<file path="src/rtl/fixed_point_issue_queue.sv">
// fixed_point_issue_queue: FIFO-buffered request sequencer in front of the fixed-point unit
`ifndef FPU_ADD
`define FPU_ADD 2'd0
`endif
`ifndef FPU_SUB
`define FPU_SUB 2'd1
`endif
`ifndef FPU_MUL
`define FPU_MUL 2'd2
`endif
`ifndef FPU_SQRT
`define FPU_SQRT 2'd3
`endif

module fixed_point_issue_queue #(
   parameter int WIDTH   = 32,
   parameter int TAG_W   = 5,
   parameter int DEPTH   = 4,
   parameter int GAP     = 2,
   parameter int TIMEOUT = 64
) (
   input  logic                     clk,
   input  logic                     reset,
   input  logic                     req_valid,
   output logic                     req_ready,
   input  logic [TAG_W-1:0]         req_tag,
   input  logic [1:0]               req_operation,
   input  logic [WIDTH-1:0]         req_operand_1,
   input  logic [WIDTH-1:0]         req_operand_2,
   output logic [WIDTH-1:0]         fpu_operand_1,
   output logic [WIDTH-1:0]         fpu_operand_2,
   output logic [1:0]               fpu_operation,
   input  logic [WIDTH-1:0]         fpu_result,
   input  logic                     fpu_ready,
   output logic                     resp_valid,
   input  logic                     resp_ready,
   output logic [TAG_W-1:0]         resp_tag,
   output logic [WIDTH-1:0]         resp_result,
   output logic                     resp_error,
   output logic [$clog2(DEPTH):0]   occupancy
);
   localparam int AW = $clog2(DEPTH);
   localparam int GW = $clog2(GAP + 2);
   localparam int TW = $clog2(TIMEOUT + 1);
   localparam logic [1:0] IDLE = 2'd0, ISSUE = 2'd1, WAIT = 2'd2, RESP = 2'd3;
   typedef struct packed {
      logic [TAG_W-1:0] tag;
      logic [1:0]       op;
      logic [WIDTH-1:0] a;
      logic [WIDTH-1:0] b;
   } entry_t;
   entry_t        mem [DEPTH];
   entry_t        iss;
   logic [AW-1:0] wr_ptr, rd_ptr;
   logic [AW:0]   count;
   logic [1:0]    state;
   logic [GW-1:0] gap_cnt;
   logic [TW-1:0] to_cnt;
   logic          push, pop, busy, short_op;
   assign req_ready     = count != (AW+1)'(DEPTH);
   assign push          = req_valid && req_ready;
   assign pop           = state == IDLE && count != '0 && gap_cnt == '0;
   assign occupancy     = count;
   assign resp_valid    = state == RESP;
   assign busy          = state == ISSUE || state == WAIT;
   assign short_op      = iss.op == `FPU_ADD || iss.op == `FPU_SUB;
   assign fpu_operation = busy ? iss.op : `FPU_ADD;
   assign fpu_operand_1 = busy ? iss.a : '0;
   assign fpu_operand_2 = busy ? iss.b : '0;
   // FIFO storage write; contents need no reset since count gates every read
   always_ff @(posedge clk) begin
      if (push) mem[wr_ptr] <= '{req_tag, req_operation, req_operand_1, req_operand_2};
   end
   // FIFO pointers wrap naturally at the power-of-two depth
   always_ff @(posedge clk) begin
      if (reset) begin
         wr_ptr <= '0;
         rd_ptr <= '0;
         count  <= '0;
      end else begin
         if (push) wr_ptr <= wr_ptr + 1'b1;
         if (pop) rd_ptr <= rd_ptr + 1'b1;
         count <= count + (AW+1)'(push) - (AW+1)'(pop);
      end
   end
   // single-request sequencer: issue, wait for ready or timeout, hand back, then idle gap
   always_ff @(posedge clk) begin
      if (reset) begin
         state       <= IDLE;
         gap_cnt     <= '0;
         to_cnt      <= '0;
         iss         <= '0;
         resp_tag    <= '0;
         resp_result <= '0;
         resp_error  <= 1'b0;
      end else begin
         case (state)
            IDLE: begin
               if (gap_cnt != '0) gap_cnt <= gap_cnt - 1'b1;
               if (pop) begin
                  iss   <= mem[rd_ptr];
                  state <= ISSUE;
               end
            end
            ISSUE: begin
               to_cnt   <= TW'(TIMEOUT - 1);
               resp_tag <= iss.tag;
               if (short_op && fpu_ready) begin
                  resp_result <= fpu_result;
                  resp_error  <= 1'b0;
                  state       <= RESP;
               end else state <= WAIT;
            end
            WAIT: begin
               if (fpu_ready) begin
                  resp_result <= fpu_result;
                  resp_error  <= 1'b0;
                  state       <= RESP;
               end else if (to_cnt == '0) begin
                  resp_result <= '0;
                  resp_error  <= 1'b1;
                  state       <= RESP;
               end else to_cnt <= to_cnt - 1'b1;
            end
            default: begin
               if (resp_ready) begin
                  gap_cnt <= GW'(GAP);
                  state   <= IDLE;
               end
            end
         endcase
      end
   end
endmodule
</file>
<file path="config.mk">
export PLATFORM = sky130hd
export DESIGN_NAME = fixed_point_issue_queue
export DESIGN_NICKNAME = d
export VERILOG_FILES = /design/src/rtl/fixed_point_issue_queue.sv
export SDC_FILE = /design/constraint.sdc
export NUM_CORES = 1
export LEC_CHECK = 0
export CAP_MARGIN = 10
export CORE_ASPECT_RATIO = 1.1
export CORE_MARGIN = 2
export CORE_UTILIZATION = 60
export CTS_BUF_LIST = sky130_fd_sc_hd__clkbuf_2
export CTS_CLUSTER_SIZE = 16
export DETAILED_ROUTE_END_ITERATION = 8
export DONT_BUFFER_PORTS = 1
export PLACE_DENSITY = 0.76
export SLEW_MARGIN = 20
export SYNTH_ARGS = -nofsm -noshare
export SYNTH_HDL_FRONTEND = slang
export SYNTH_SLANG_ARGS = --single-unit
export TNS_END_PERCENT = 5
</file>
<file path="constraint.sdc">
create_clock -name clk -period 3.5 [get_ports clk]
set_input_delay 0.7 -clock clk [delete_from_list [all_inputs] [get_ports clk]]
set_output_delay 0.7 -clock clk [all_outputs]
set_load 0.005 [all_outputs]
</file>
==> results of run 1 <==
==> final cells by class <==
cell class / count / area (sq um)
well taps: 315 / 394.1
clock inverters: 36 / 217.7
flip-flops and latches: 411 / 11080
inverters: 10 / 37.54
fillers: 1716 / 7455
repair buffers: 121 / 1239
multi-input cells: 489 / 4020
diodes: 4 / 10.01
clock buffers: 147 / 735.7
==> worst reg2reg max path, delay by kind of cell, from the launching register on <==
| family | cells | cell delay (ns) |
|---|---|---|
| AOI/OAI and AO/OA | 1 | 0.66 |
| xor gates and xnor gates | 3 | 0.51 |
| adders and majority gates | 2 | 0.56 |
| buffers and inverters | 1 | 0.05 |
| DFF | 1 | 0.54 |
| and+or+nand+nor | 2 | 0.17 |
==> how the worst min path moves through the flow <==
stage	end	slack (ns)	cells past startpoint
5_1_grt	resp_error	0.03	3
2_1_floorplan	iss[0]	0.43	2
4_1_cts	resp_error	0.005	3
3_5_place_dp	iss[39]	0.44	2
6_report	resp_error	0.1	3
3_3_place_gp	iss[50]	0.43	2
==> power by group through the flow <==
stage          Clock, uW  Sequential (uW)  Combinational (uW)
5_1_grt             3460             6620                3280
3_3_place_gp           0             6600                2740
3_5_place_dp           0             6630                2810
4_1_cts             3200             6520                2980
2_1_floorplan          0             6390                2280
6_report            3110             6520                2940
==> logic make-up (layout without fill, tap and decap cells) <==
group / after synthesis / count (layout)
buffers and inverters: 68 / 314
other: 0 / 4
xor gates and xnor gates: 6 / 6
muxes: 78 / 78
and+or+nand+nor: 261 / 261
adders and majority gates: 13 / 13
DFF: 411 / 411
AOI/OAI and AO/OA: 131 / 131
==> metal layers <==
metal | share of wire | vias to the layer above
li1 | - | 4016
met1 | 0.40 | 4280
met2 | 0.51 | 328
met3 | 0.071 | 45
met4 | 0.020 | 0
met5 | 0 | -
==> repair_timing <==
| item | 4_1_cts | 5_1_grt |
|---|---|---|
| setup endpoints to repair | 22 | 0 |
| hold buffers | 105 | 0 |
| endpoints found under the hold margin | 411 | 0 |
| resized for setup | 1 | 0 |
==> state kept, by name (all words and copies together), names as in the netlist <==
register,flops
gap_cnt,2
iss,71
occupancy,3
wr_ptr,2
state,2
to_cnt,7
resp_error,1
mem,284
resp_tag,5
rd_ptr,2
resp_result,32
==> cells in the final DEF (no fill, tap or decap), types with 3 or more instances in the layout <==
master / instances
a22o_1: 32
nor3_1: 3
buf_4: 12
buf_12: 4
nor2_1: 22
mux4_2: 71
ha_1: 11
dfxtp_1: 125
diode_2: 4
and2_1: 68
nand2b_1: 5
o21ai_0: 3
xnor2_1: 4
dlygate4sd3_1: 104
clkinv_2: 5
and2_4: 4
clkbuf_2: 147
inv_1: 10
clkinv_1: 24
edfxtp_1: 284
nand2_1: 149
mux2i_1: 7
a21oi_1: 78
==> per-stage QoR <==
stage | util | area, sq um | hold slack (ns) | worst slack (ns) | total power [uW]
6_report | 0.7040 | 17730 | 0.09816 | 0.4112 | 12570
3_3_place_gp | 0.6227 | 15680 | 0.4342 | 0.8710 | 9340
5_1_grt | 0.7040 | 17730 | 0.02620 | 0.1819 | 13360
4_1_cts | 0.7033 | 17710 | 0.005005 | 0.2671 | 12710
3_5_place_dp | 0.6227 | 15680 | 0.4375 | 0.8551 | 9441
2_1_floorplan | - | 15330 | 0.4317 | 0.1918 | 8665
==> cell usage after synthesis, types with 2 or more instances <==
master,number
buf_4,3
ha_1,12
a211oi_1,2
nand2b_1,5
dfxtp_1,127
nor4_1,2
mux4_2,71
a21oi_1,79
nor3_1,3
and2_1,72
buf_1,6
edfxtp_1,284
o21ai_0,3
xor2_1,2
buf_2,22
clkbuf_1,27
xnor2_1,4
nand2_1,149
a22o_1,32
inv_1,10
nor2_1,22
a311oi_1,2
nor2b_1,2
mux2i_1,7
==> metrics.md, run 1 <==
| Metric | Value |
|---|---|
| Clock network power share | 0.247 |
| Max Clock Freq | 0.3238 GHz |
| Met1 Usage GRT | 0.2749 |
| Run status | finished clean |
| Fin cells | 1533 |
| Synth Area in XOR/XNOR | 0.003427 |
| Synth Area per Inst | 15.84 sq um |
| Stages on the worst setup path | 4 |
| Maxcap violations | 0 |
| Synth Cell Area | 15330 sq um |
| Count of cell types in the netlist | 44 |
| Max IR drop VDD | 0.4075 mV |
| Setup bufs post-CTS | 0 |
| Top delay family on crit path | adder cells |
| Cells after DPL | 1241 |
| Tmin final | 3.089 ns |
| Die Ht | 171.7 microns |
| Fin. Hold Viols | 0 |
| Met2 Track Usage GR | 0.3948 |
| Worst slew pin tran | 1.081 ns |
| Crit path launch | state[0] |
| Largest net degree at the start of global routing | 97 |
| RSZ-0062 raised after global routing | no |
| Critical setup path kind | register to primary output |
| Count of pins over their slew limit | 0 |
| CTS sink count | 411 |
| Async SR Flop Fraction | 0 |
| Drt wl/cell | 19.68 microns |
| P_sw | 3988 uW |
| Number of global-route vias before repair | 9021 |
| First-pass GRT wire length | 46560 microns |
| Arr. time, crit path | 2.39 ns |
| Count of nets after finishing | 1252 |
| Via count | 8669 |
| Mapped Cells | 968 |
| I/O pin cnt | 217 |
| Internal Power | 8581 uW |
| Max H-tree Level | 3 |
| Aggregate global routing overflow | 0 |
| Post-Syn Nets | 1089 |
| Primary FF master, synth | edfxtp_1 |
| Yosys top cell area share | 0.5562 |
| Number of synthesized flops with an enable pin | 284 |
| Crit end category | primary output |
| Routability cong. | 0.7213 |
| Initial antenna violation count | 4 |
| Rel. slew slack | 0.2792 |
| Routed vias/inst | 5.655 |
| Die Wd | 156.4 microns |
| Post-synthesis simple-gate area fraction | 0.07989 |
| Crit share post-route | 0.8825 |
| Largest family of logic cells by synthesized area | multiplexers |
| Syn-to-layout area delta | 15.65% |
| Comb power frac | 0.234 |
| R2r endpoint | occupancy[2] |
| Number of core rows | 61 |
| # setup viols final | 0 |
| Critical Path RT | 2.80 ns |
| Synth area leaders | edfxtp_1 (56%), dfxtp_1 (17%), mux4_2 (10%) |
| Clk root buf | clkbuf_2 |
| Mux contribution to synthesized area | 0.1089 |
| GRT Total Usage | 0.2278 |
| Post-Route Setup TNS | 0 ns |
| Share of the yosys chip area belonging to registers | 0.7220 |
| TritonCTS clock tree | built |
| Worst-case reg-to-reg path depth | 9 |
| IO Port Bufs | 0 |
| Critical Path Sink | fpu_operand_1[25] |
| Critical-path cell list | inv_1, ha_4, buf_4, and2_1 |
| Clk_lat worst skew | 0.92 ns |
| Placeable Area | 25190 sq um |
| Synth Register Bits | 411 |
| P_leak | 0.006147 uW |
| Critical R2R Launch | occupancy[1] |
| Inserted Clock Buffers | 98 |
| Critical path buffers and inverters | 2 |
| CP max FO | 46 |
| DRC | 0 |
| Layout cells sized above 1 | 0.2183 |
| Warnings, synthesis | 0 |
| Max stage delay on crit path | 0.53 ns |
| Clk buf depth | 3 |
| R2r setup slk | 0.90 ns |
| Adder-cell share of the synthesized area | 0.01110 |
| Final wirelength | 30170 microns |
| Reg power frac | 0.519 |
| Final ANT Viol Nets | 0 |
| Initial Utilization | 0.6087 |
| Synth Area in Compound Gates | 0.05549 |
| GRT Max-Usage Layer | met2 |
| HPWL after DPL | 17570 microns |
| Cell taking the most area after synthesis | edfxtp_1 |
| Sw Share | 0.3173 |
| CP startpoint kind | register |
| Die area | 26850 sq um |
| Clk_skew | 0.1186 ns |
| Iter 0 DRT Violations | 572 |
| Cell Pwr Density | 708.9 nW/um^2 |
| Hold WC Path Type | input port to register |
| Clk slew on worst S/H paths | 0.11 ns |
| Hold path startpoint | fpu_ready |
| Crit path max-delay cell type | ha_4 |
| DRT Pass-1 Iters | 5 |
| M3 GR Usage | 0.05694 |
(Power assumes the default switching activity.)
==> run 2, diff against run 1 <==
--- a/config.mk
+++ b/config.mk
@@ -14,6 +14,7 @@
 export DETAILED_ROUTE_END_ITERATION = 8
 export DONT_BUFFER_PORTS = 1
 export PLACE_DENSITY = 0.76
+export REMOVE_ABC_BUFFERS = 1
 export SLEW_MARGIN = 20
 export SYNTH_ARGS = -nofsm -noshare
 export SYNTH_HDL_FRONTEND = slang
==> run 2 against run 1 <==
  * Final cell count shrank 0.33%
  * Die area is the same
  * Register-to-register slack gained 0.03 ns
  * Non-clock buffer count is the same
  * Sequential cell count is the same
  * Sequential share of layout area shrank 0.066 points
  * Worst hold slack lost 0.0051 ns
  * Highest routed layer unchanged
  * Count of clock-buffer cells in the layout grew 5
  * Critical endpoint is now fpu_operand_2[1]
  * Sequential power is essentially flat
  * Via count grew 0.12%
  * Cell area grew 0.11%
  * Critical path type unchanged
==> metrics.md, run 2 (synthesized netlist as in run 1, its figures left out) <==
| Metric | Value |
|---|---|
| Run status | finished clean |
| P_sw | 4000 uW |
| Number of global-route vias before repair | 8874 |
| HPWL after DPL | 17950 microns |
| Number of core rows | 61 |
| P_leak | 0.006166 uW |
| Clk_skew | 0.05809 ns |
| Max reg flops | 284 |
| Via count | 8679 |
| Rel. slew slack | 0.2623 |
| Tmin final | 3.195 ns |
| IO Port Bufs | 0 |
| Largest regs | mem x284, iss x71, resp_result x32 |
| Worst slew pin tran | 1.107 ns |
| Critical setup path kind | register to primary output |
| Max H-tree Level | 3 |
| Initial Utilization | 0.6087 |
| Crit end category | primary output |
| Crit share post-route | 0.9129 |
| CTS sink count | 411 |
| Die area | 26850 sq um |
| Layout cells sized above 1 | 0.2207 |
| Post-Route Setup TNS | 0 ns |
| CP startpoint kind | register |
| DRC | 0 |
| Die Ht | 171.7 microns |
| Syn-to-layout area delta | 15.77% |
| Drt wl/cell | 20.21 microns |
| Most frequent cells in the layout | edfxtp_1 (284), clkbuf_2 (152), nand2_1 (149) |
| Initial antenna violation count | 3 |
| First-pass GRT wire length | 47470 microns |
| GRT Total Usage | 0.2322 |
| Fin cells | 1528 |
| Fin. Hold Viols | 0 |
| Inserted Clock Buffers | 95 |
| Internal Power | 8654 uW |
| Reg power frac | 0.515 |
| Max Clock Freq | 0.3130 GHz |
| Critical Path RT | 2.80 ns |
| Commonest non-fill, non-tap cell in the layout | edfxtp_1 |
| Clk slew on worst S/H paths | 0.13 ns |
| # setup viols final | 0 |
| Clk_lat worst skew | 0.90 ns |
| Largest net degree at the start of global routing | 98 |
| Hold WC Path Type | input port to register |
| Arr. time, crit path | 2.50 ns |
| Sw Share | 0.3161 |
| Final ANT Viol Nets | 0 |
| I/O pin cnt | 217 |
| Aggregate global routing overflow | 0 |
| Clk root buf | clkbuf_2 |
| TritonCTS clock tree | built |
| Cells after DPL | 1241 |
| DRT Pass-1 Iters | 7 |
| Maxcap violations | 0 |
| Clock network power share | 0.250 |
| RSZ-0062 raised after global routing | no |
| CP max FO | 39 |
| Count of nets after finishing | 1249 |
| Die Wd | 156.4 microns |
| Routed vias/inst | 5.680 |
| Count of pins over their slew limit | 0 |
| Placeable Area | 25190 sq um |
| Comb power frac | 0.235 |
| Final wirelength | 30880 microns |
| Largest Register | mem |
| Utilization after layout | 0.7048 |
| Iter 0 DRT Violations | 606 |
| Clk buf depth | 3 |
| Routability cong. | 0.7414 |
| Max IR drop VDD | 0.5181 mV |
| Cell Pwr Density | 712.9 nW/um^2 |
-- run 2: changes by cell type in the layout (fill, tap and decap cells not counted) --
cell and delta:
clkinv_1 -6, clkbuf_2 +5, buf_12 +2, buf_4 -2, clkinv_2 -2, inv_2 +2, inv_6 -2, bufinv_16 +1
clkinv_4 -1, clkinvlp_4 -1, diode_2 -1
-- run 2: critical path, stage by stage, from the launching register on --
cell and delay, ns:
dfxtp_1 0.40, inv_1 0.13, ha_4 0.46, buf_4 0.41, and2_1 0.23
-- run 2: final timing paths --
| check | start | end | slack [ns] | depth (start not counted) |
|---|---|---|---|---|
| setup / recovery | state[0] | fpu_operand_2[1] | 0.30 | 4 |
| hold reg to reg | iss[8] | iss[8] | 0.46 | 2 |
| setup reg to reg | occupancy[1] | occupancy[2] | 0.93 | 9 |
| hold / removal | resp_ready | gap_cnt[0] | 0.09 | 3 |
-- run 2: repair_timing --
action,CTS,global route
hold endpoints to repair,411,0
setup buffers,0,0
gates resized for setup,0,1
endpoints found under the setup margin,0,38
hold buffers,105,0
-- run 2: power groups by stage --
| stage | registers, uW | clock network, uW | logic, uW |
|---|---|---|---|
| after global routing | 6610 | 3510 | 3310 |
| after CTS | 6520 | 3260 | 2980 |
| final | 6520 | 3170 | 2970 |
| after floorplan | 6530 | 0 | 2080 |
| after global placement | 6600 | 0 | 2750 |
| after detailed placement | 6630 | 0 | 2820 |
-- run 2: metrics by stage --
step	hold slack (ns)	cell area [sq um]	setup slack [ns]	total power [uW]
2_1_floorplan	0.4257	15080	-4.586	8609
3_3_place_gp	0.4318	15710	0.9328	9353
3_5_place_dp	0.4373	15720	0.8701	9448
4_1_cts	0.03264	17730	0.01696	12770
5_1_grt	0.09504	17750	0.08687	13440
6_report	0.09310	17750	0.3047	12650
-- run 2: area by class of cell --
class / instances / area [sq um]
Sequential cell: 411 / 11080
Fill cell: 1656 / 7436
Multi-Input combinational cell: 489 / 4020
Timing Repair Buffer: 121 / 1264
Clock buffer: 152 / 760.7
Tap cell: 315 / 394.1
Clock inverter: 27 / 188.9
Inverter: 10 / 37.54
Antenna cell: 3 / 7.507
-- run 2: routing by layer --
| metal | vias to the layer above | wire length [microns] | global-route usage |
|---|---|---|---|
| li1 | 4010 | - | - |
| met1 | 4279 | 12200 | 0.2856 |
| met2 | 335 | 15570 | 0.3938 |
| met3 | 55 | 2406 | 0.06702 |
| met4 | 0 | 698 | 0.08696 |
| met5 | - | 0 | 0 |
